[src/rtl/io_bridge_pkg.sv]
// Shared types and default sizing for the peripheral-side CPU port bridge.
package io_bridge_pkg;

    localparam int unsigned DEFAULT_DATA_W     = 8;
    localparam int unsigned DEFAULT_FIFO_DEPTH = 4;

    // Interrupt handshake: request raised, then held in service while the CPU acks.
    typedef enum logic [1:0] {
        IDLE = 2'd0,
        REQ  = 2'd1,
        SERV = 2'd2
    } intr_state_e;

endpackage

[src/rtl/io_out_fifo.sv]
// Output queue for CPU port writes. DEPTH == 1 collapses to a holding register;
// larger depths use a ring buffer whose pointers carry one extra wrap bit.
module io_out_fifo #(
    parameter int unsigned DATA_W = 8,
    parameter int unsigned DEPTH  = 4
) (
    input  logic              clk,
    input  logic              rst,
    input  logic              push,
    input  logic [DATA_W-1:0] push_data,
    input  logic              pop,
    output logic              full,
    output logic              empty,
    output logic [DATA_W-1:0] pop_data
);

    generate
        if (DEPTH == 1) begin : g_reg
            logic              valid_q, valid_d;
            logic [DATA_W-1:0] data_q, data_d;

            // A full register still accepts a write when it is drained in the same cycle.
            always_comb begin
                valid_d = valid_q;
                data_d  = data_q;
                if (pop && valid_q) begin
                    valid_d = 1'b0;
                end
                if (push && (!valid_q || pop)) begin
                    valid_d = 1'b1;
                    data_d  = push_data;
                end
            end

            // Holding register state.
            always_ff @(posedge clk) begin
                if (rst) begin
                    valid_q <= 1'b0;
                end else begin
                    valid_q <= valid_d;
                end
                data_q <= data_d;
            end

            assign full     = valid_q;
            assign empty    = ~valid_q;
            assign pop_data = data_q;
        end else begin : g_ring
            localparam int unsigned AW = $clog2(DEPTH);

            logic [DATA_W-1:0] mem_q [DEPTH];
            logic [DATA_W-1:0] mem_d [DEPTH];
            logic [AW:0]       wr_ptr_q, wr_ptr_d;
            logic [AW:0]       rd_ptr_q, rd_ptr_d;

            // Write into the slot being vacated is safe: the read uses the old contents.
            always_comb begin
                mem_d    = mem_q;
                wr_ptr_d = wr_ptr_q;
                rd_ptr_d = rd_ptr_q;
                if (push && (!full || pop)) begin
                    mem_d[wr_ptr_q[AW-1:0]] = push_data;
                    wr_ptr_d                = wr_ptr_q + (AW+1)'(1);
                end
                if (pop && !empty) begin
                    rd_ptr_d = rd_ptr_q + (AW+1)'(1);
                end
            end

            // Pointer and storage registers; storage needs no reset.
            always_ff @(posedge clk) begin
                if (rst) begin
                    wr_ptr_q <= '0;
                    rd_ptr_q <= '0;
                end else begin
                    wr_ptr_q <= wr_ptr_d;
                    rd_ptr_q <= rd_ptr_d;
                end
                mem_q <= mem_d;
            end

            assign empty    = (wr_ptr_q == rd_ptr_q);
            assign full     = (wr_ptr_q[AW] != rd_ptr_q[AW]) &&
                              (wr_ptr_q[AW-1:0] == rd_ptr_q[AW-1:0]);
            assign pop_data = mem_q[rd_ptr_q[AW-1:0]];
        end
    endgenerate

endmodule

[src/rtl/io_intr_bridge.sv]
// Peripheral side of the CPU port interface: registered input port, edge-driven
// interrupt request with one-deep pending, and a queue draining CPU port writes.
// IO_OUT_FIFO_EN: queue is FIFO_DEPTH deep; otherwise a single holding register.
module io_intr_bridge
    import io_bridge_pkg::*;
#(
    parameter int unsigned DATA_W     = DEFAULT_DATA_W,
    parameter int unsigned FIFO_DEPTH = DEFAULT_FIFO_DEPTH
) (
    input  logic              clk,
    input  logic              rst,
    input  logic [DATA_W-1:0] cpu_o_port,
    input  logic              cpu_io_write,
    output logic [DATA_W-1:0] cpu_i_port,
    output logic              cpu_intr,
    input  logic              cpu_intr_ack,
    input  logic [DATA_W-1:0] ext_in,
    input  logic              ext_in_valid,
    input  logic              ext_irq,
    output logic [DATA_W-1:0] ext_out_data,
    output logic              ext_out_valid,
    input  logic              ext_out_ready,
    output logic              ovf_err
);

`ifdef IO_OUT_FIFO_EN
    localparam int unsigned Q_DEPTH = FIFO_DEPTH;
`else
    // FIFO_DEPTH has no effect in this build; referenced only to keep it consumed.
    localparam int unsigned Q_DEPTH = (FIFO_DEPTH != 0) ? 1 : 1;
`endif

    logic [DATA_W-1:0] cpu_i_port_q, cpu_i_port_d;
    logic              irq_q, irq_d;
    logic              pending_q, pending_d;
    logic              ovf_err_q, ovf_err_d;
    intr_state_e       state_q, state_d;
    logic              irq_rise;
    logic              q_full, q_empty, q_pop;

    assign irq_rise = ext_irq & ~irq_q;
    assign q_pop    = ~q_empty & ext_out_ready;

    // Input port capture, edge detector delay and sticky overflow.
    always_comb begin
        cpu_i_port_d = ext_in_valid ? ext_in : cpu_i_port_q;
        irq_d        = ext_irq;
        ovf_err_d    = ovf_err_q | (cpu_io_write & q_full & ~q_pop);
    end

    // Interrupt next-state; an edge while busy is remembered in pending, and
    // setting wins over the clear when both land in the same cycle.
    always_comb begin
        state_d   = state_q;
        pending_d = pending_q;
        unique case (state_q)
            IDLE: begin
                if (irq_rise || pending_q) begin
                    state_d   = REQ;
                    pending_d = 1'b0;
                end
            end
            REQ: begin
                if (cpu_intr_ack) begin
                    state_d = SERV;
                end
                if (irq_rise) begin
                    pending_d = 1'b1;
                end
            end
            SERV: begin
                if (!cpu_intr_ack) begin
                    if (pending_q) begin
                        state_d   = REQ;
                        pending_d = 1'b0;
                    end else begin
                        state_d = IDLE;
                    end
                end
                if (irq_rise) begin
                    pending_d = 1'b1;
                end
            end
            default: state_d = IDLE;
        endcase
    end

    // All top-level state registers.
    always_ff @(posedge clk) begin
        if (rst) begin
            cpu_i_port_q <= '0;
            irq_q        <= 1'b0;
            pending_q    <= 1'b0;
            ovf_err_q    <= 1'b0;
            state_q      <= IDLE;
        end else begin
            cpu_i_port_q <= cpu_i_port_d;
            irq_q        <= irq_d;
            pending_q    <= pending_d;
            ovf_err_q    <= ovf_err_d;
            state_q      <= state_d;
        end
    end

    io_out_fifo #(
        .DATA_W (DATA_W),
        .DEPTH  (Q_DEPTH)
    ) u_out_fifo (
        .clk       (clk),
        .rst       (rst),
        .push      (cpu_io_write),
        .push_data (cpu_o_port),
        .pop       (q_pop),
        .full      (q_full),
        .empty     (q_empty),
        .pop_data  (ext_out_data)
    );

    assign cpu_i_port    = cpu_i_port_q;
    assign cpu_intr      = (state_q == REQ);
    assign ext_out_valid = ~q_empty;
    assign ovf_err       = ovf_err_q;

endmodule

[config.mk]
export PLATFORM = sky130hd
export DESIGN_NAME = io_intr_bridge
export DESIGN_NICKNAME = d
export VERILOG_FILES = /design/src/rtl/io_bridge_pkg.sv /design/src/rtl/io_out_fifo.sv /design/src/rtl/io_intr_bridge.sv
export SDC_FILE = /design/constraint.sdc
export NUM_CORES = 1
export LEC_CHECK = 0
export ABC_AREA = 1
export BUFFER_PORTS_ARGS = -buffer_cell sky130_fd_sc_hd__buf_2
export CORE_UTILIZATION = 40
export CTS_BUF_LIST = sky130_fd_sc_hd__clkbuf_16
export CTS_CLUSTER_DIAMETER = 80
export DETAILED_ROUTE_END_ITERATION = 8
export GPL_TIMING_DRIVEN = 0
export HOLD_SLACK_MARGIN = 0.15
export PLACE_DENSITY = 0.71
export SYNTH_ARGS = -nofsm -noshare
export SYNTH_HDL_FRONTEND = slang
export SYNTH_SLANG_ARGS = --single-unit
export TNS_END_PERCENT = 10
[constraint.sdc]
create_clock -name clk -period 1.3 [get_ports clk]
set_clock_uncertainty 0.1 [all_clocks]
set_input_delay 0.065 -clock clk [delete_from_list [all_inputs] [get_ports clk]]
set_output_delay 0.065 -clock clk [all_outputs]
set_load 0.005 [all_outputs]
======== Yosys cells after proc, flatten, opt, wreduce, memory -nomap -nowiden ========
Cells that the tools add are included.
storage, ports and cells
  register bits after elaboration ......... 22
  output and inout port bits .............. 19
cells by class
  reduce and logical (&&, ||, !) cells .... 10
  equal/unequal tests ..................... 7
  bitwise gates (word level) .............. 7
  multiplexer cells ....................... 12
operators with widths
  cell                count
  $mux 1              7
  $mux 2              3
  $pmux 2 s3          1
  $and 1x1->1         4
  $ne 2x1->1 const B  2
  $ne 2x2->1 const B  2
  $reduce_and 4->1    1
  $ne 3x3->1 const B  1
  $pmux 1 s3          1
  $reduce_and 3->1    1
  $reduce_bool 3->1   1
  $eq 2x1->1 const B  1
  $eq 2x2->1 const B  1
  $logic_and 1x1->1   2
  $logic_not 2->1     1
  $logic_or 1x1->1    2
  $not 1->1           2
  $reduce_bool 2->1   1
  $logic_not 1->1     1
  $or 1x1->1          1

======== Depth between registers and ports, before layout ========
  depth after elaboration ................. 5
  gate-level depth with buffers ........... 9
  gate-level depth less buffers ........... 9

======== Cells and area by module ========
From an unflattened synthesis, not the netlist that was laid out.
unflattened totals
  cells, all modules ...................... 100
  area, all modules ....................... 938.4 sq um
by module, submodules not included
  module          area an instance (sq um)  instances  cells each
  io_intr_bridge  649.4                     1          85
  io_out_fifo     289.0                     1          15

======== Worst setup path after synthesis ========
OpenSTA, ideal clock, no wires.
  kind .................................... register to register
  start point ............................. register state_q[1]
  end point ............................... register state_q[0]
  slack ................................... -4 ps
  clock period less this slack ............ 1304 ps
  arrival ................................. 1089 ps
  stages on the path, launching flop included .. 9
  library setup time ...................... 115 ps
  path through ............................ dfxtp_1 inv_1 ha_1 inv_1 nor2_4 nor2_4 nand2_2 o21ai_1 nor2_1
on the way
  longest elaborated chain between the ends .. 3
  elaborated cells between the ends (all ways) .. 8
  classes of those cells .................. eq/ne: 5; mux: 1; reduce/logical: 2
ends and longest elaborated chain
  item                               line                   source
  from (decl)                        io_intr_bridge.sv:37   intr_state_e state_q, state_d;
  from (signal assigned)             io_intr_bridge.sv:101  state_q <= state_d;
  $eq 2x1->1 (*)                     -
  named net cpu_intr                 io_intr_bridge.sv:15   output logic cpu_intr,
  $ne 2x1->1 (no source line)        -
  $reduce_and 3->1 (no source line)  -
Mark *: on every way through the listed nets, which the timed path passes. The rest lies on a longest branch.
A chain may end at the register's enable or synchronous reset.

======== Worst setup path in the final report ========
  start point ............................. register state_q[0]
  end point ............................... register pending_q
on the way
  longest elaborated chain between the ends .. 3
  elaborated cells between the ends (all ways) .. 9
  classes of those cells .................. eq/ne: 5; mux: 1; reduce/logical: 3
ends and longest elaborated chain
  item                                                       line                  source
  $eq 2x2->1, or another cell as far along                   io_intr_bridge.sv:56  unique case (state_q)
  $ne 3x3->1 (no source line), or another cell as far along  -
  $reduce_and 4->1 (no source line)                          -
  to (signal assigned)                                       io_intr_bridge.sv:99  pending_q <= pending_d;
  to (decl)                                                  io_intr_bridge.sv:35  logic pending_q, pending_d;
Several ways; a longest one is shown, not always the timed one.

==> reports/summary.txt <==
run status = complete, no violations
Die Footprint = 2480 um^2
port buffer count = 41
CP peak stage delay = 0.37 ns
CTS tree = yes
Max IR drop VDD = 0.00101 V
wire length per cell = 10.5 um
Max-slew headroom = 0.717
layout cells sized above 1 = 0.438
Synth Area per Inst = 9.60 um^2
leakage = 0.710 nW
RSZ-0062 raised after global routing = true
first-pass GRT wire length = 3.47 mm
H-tree Lvls = 1
Worst path slowest cell = dfxtp_4
max frequency = 0.790 GHz
initial DRC count = 12
Clock transition at path regs = 0.05 ns
Syn Inst Count = 95
Total Wirelength = 1.99 mm
CP Launch Type = flop
largest delay contributor family on the critical path = simple AND/OR/NAND/NOR gates
max-slew violations = 0
dpl cell area = 1150 um^2
Fillers = 152
post-synthesis cell type count = 20
#FFs+latches synth = 22
initial antenna violation count = 0
min Tclk post-route = 1.27 ns
number of routed nets with antenna violations = 0
endpoints failing hold = 0
post-synthesis sequential area ratio = 0.571
design area = 1500 um^2
Die Height = 49.8 um
Ys Warns = 0
worst hold path type = in2reg
Critical Path RT = 1.34 ns
CORE AREA = 2040 um^2
overall die width = 49.8 um
Power Dens Cells = 1490 nW/um^2
Initial Util = 0.447
Root Driver = clkbuf_16
total grt overflow = 0
commonest non-fill, non-tap cells in the layout = buf_2, dlygate4sd3_1, nor2_1
Total Power = 2.23 mW
CP cell instances = inv_4, ha_2, inv_2, nor2_4, nand2_4, nand3_4, nand2_1, nand2_1, nor2_2
maximum buffer depth of the clock tree = 2
largest net degree at the start of global routing = 13
Crit Path Max Fanout = 4
Setup CP Type = reg2reg
Crit path buffers/inverters = 2
# IOs = 42
Worst-Margin Slew = 0.425 ns
DP HPWL = 1.32 mm
Mapped Area = 912 um^2
row count = 16
crit path DAT = 1.31 ns
Area Growth Syn to Fin = 64.7%
routed vias = 846
post-synthesis net count = 123
routability congestion estimate = 0.805
GRT Overall Usage = 0.184
Diodes inserted = 0
nets = 191
Final setup viols = 0
Crit. End Element = flop
CTS buffer count = 3
cell repeated most along the worst path = nand2_1
DRC Markers = 0
Final Instance Count excl. Fillers = 189
number of global-route vias before repair = 876
fin crit share = 0.974
first-pass detailed-route iteration total = 4
Cells after DPL = 163
TritonCTS Sinks = 22
vias per inst = 4.48
Clock Latency Late Sink = 0.25 ns
Max Cap Violations = 0
commonest non-fill, non-tap cell in the layout = buf_2
sum of negative setup slack = 0 ns
flip-flops by register name, summed over array words and instances, names as in the netlist:
| register | count |
|---|---|
| u_out_fifo.full | 1 |
| state_q | 2 |
| ovf_err | 1 |
| pending_q | 1 |
| cpu_i_port | 8 |
| u_out_fifo.pop_data | 8 |
| irq_q | 1 |
logic make-up after synthesis:
logic type,count (synthesis),synth area share
AO/OA/AOI/OAI,16,0.0974
AND/OR/NAND/NOR,38,0.204
flip-flops,22,0.571
buffers and inverters,14,0.0590
adder cells (fa/ha/maj),5,0.0686
layer usage:
metal | wire length [um] | global-route usage
met1 | 842 | 0.196
met2 | 1020 | 0.358
met3 | 118 | 0.0309
met4 | 11 | 0.0571
met5 | 0 | 0
area by class of cell:
| class | instances | area (um^2) | share of cell area |
|---|---|---|---|
| well taps | 27 | 33.8 | 0.0225 |
| multi-input cells | 59 | 383 | 0.255 |
| clock inverters | 1 | 3.75 | 0.00250 |
| clock buffers | 3 | 75.1 | 0.0500 |
| plain buffers | 1 | 5.00 | 0.00333 |
| flip-flops and latches | 22 | 528 | 0.351 |
| inverters | 13 | 51.3 | 0.0341 |
| repair buffers | 63 | 423 | 0.281 |
power breakdown:
group          total (mW)  switching, mW  internal, mW
Combinational       0.728          0.387         0.342
Sequential          0.881         0.0730         0.808
Clock               0.624          0.215         0.409
Total                2.23          0.674          1.56
cells in the mapped netlist:
cell type / instances / area (um^2)
a21boi_0: 1 / 7.51
a21oi_1: 4 / 20.0
a21oi_2: 1 / 8.76
buf_2: 1 / 5.00
dfxtp_1: 14 / 280
edfxtp_1: 8 / 240
ha_1: 5 / 62.6
inv_1: 10 / 37.5
inv_2: 3 / 11.3
nand2_1: 7 / 26.3
nand2_2: 3 / 18.8
nand2_4: 1 / 11.3
nand3_1: 2 / 10.0
nand3_2: 1 / 10.0
nor2_1: 20 / 75.1
nor2_2: 2 / 12.5
nor2_4: 2 / 22.5
o21a_1: 1 / 7.51
o21ai_0: 8 / 40.0
o21ai_1: 1 / 5.00
per-stage QoR:
stage                util  setup slack [ns]  hold WS [ns]
global placement    0.564           -0.0297         0.142
global route        0.736           -0.0337         0.177
finish              0.736            0.0336         0.161
floorplan               -            0.0294        0.0274
CTS                 0.711           0.00144         0.159
detailed placement  0.564           -0.0881         0.145
what timing repair did:
action | in CTS | in global routing
endpoints found under the hold margin | 20 | 0
pin swaps | 0 | 6
hold buffers | 21 | 0
setup buffers | 0 | 1
endpoints found under the setup margin | 11 | 3
gates resized for setup | 6 | 13
final timing paths:
path / start / endpoint / slack, ns / cells past startpoint
max: state_q[0] / pending_q / 0.03 / 9
min: cpu_io_write / u_out_fifo.pop_data[0] / 0.16 / 3
max reg2reg: state_q[0] / pending_q / 0.03 / 9
min reg2reg: ovf_err / ovf_err / 0.36 / 1
worst reg2reg max path, delay by kind of cell, from the launching register on:
| kind | cells | cell delay (ns) |
|---|---|---|
| buffers and inverters | 2 | 0.10 |
| flip-flops | 1 | 0.37 |
| AND/OR/NAND/NOR | 6 | 0.43 |
| adder cells (fa/ha/maj) | 1 | 0.16 |
Power figures use the tool's default switching activity.
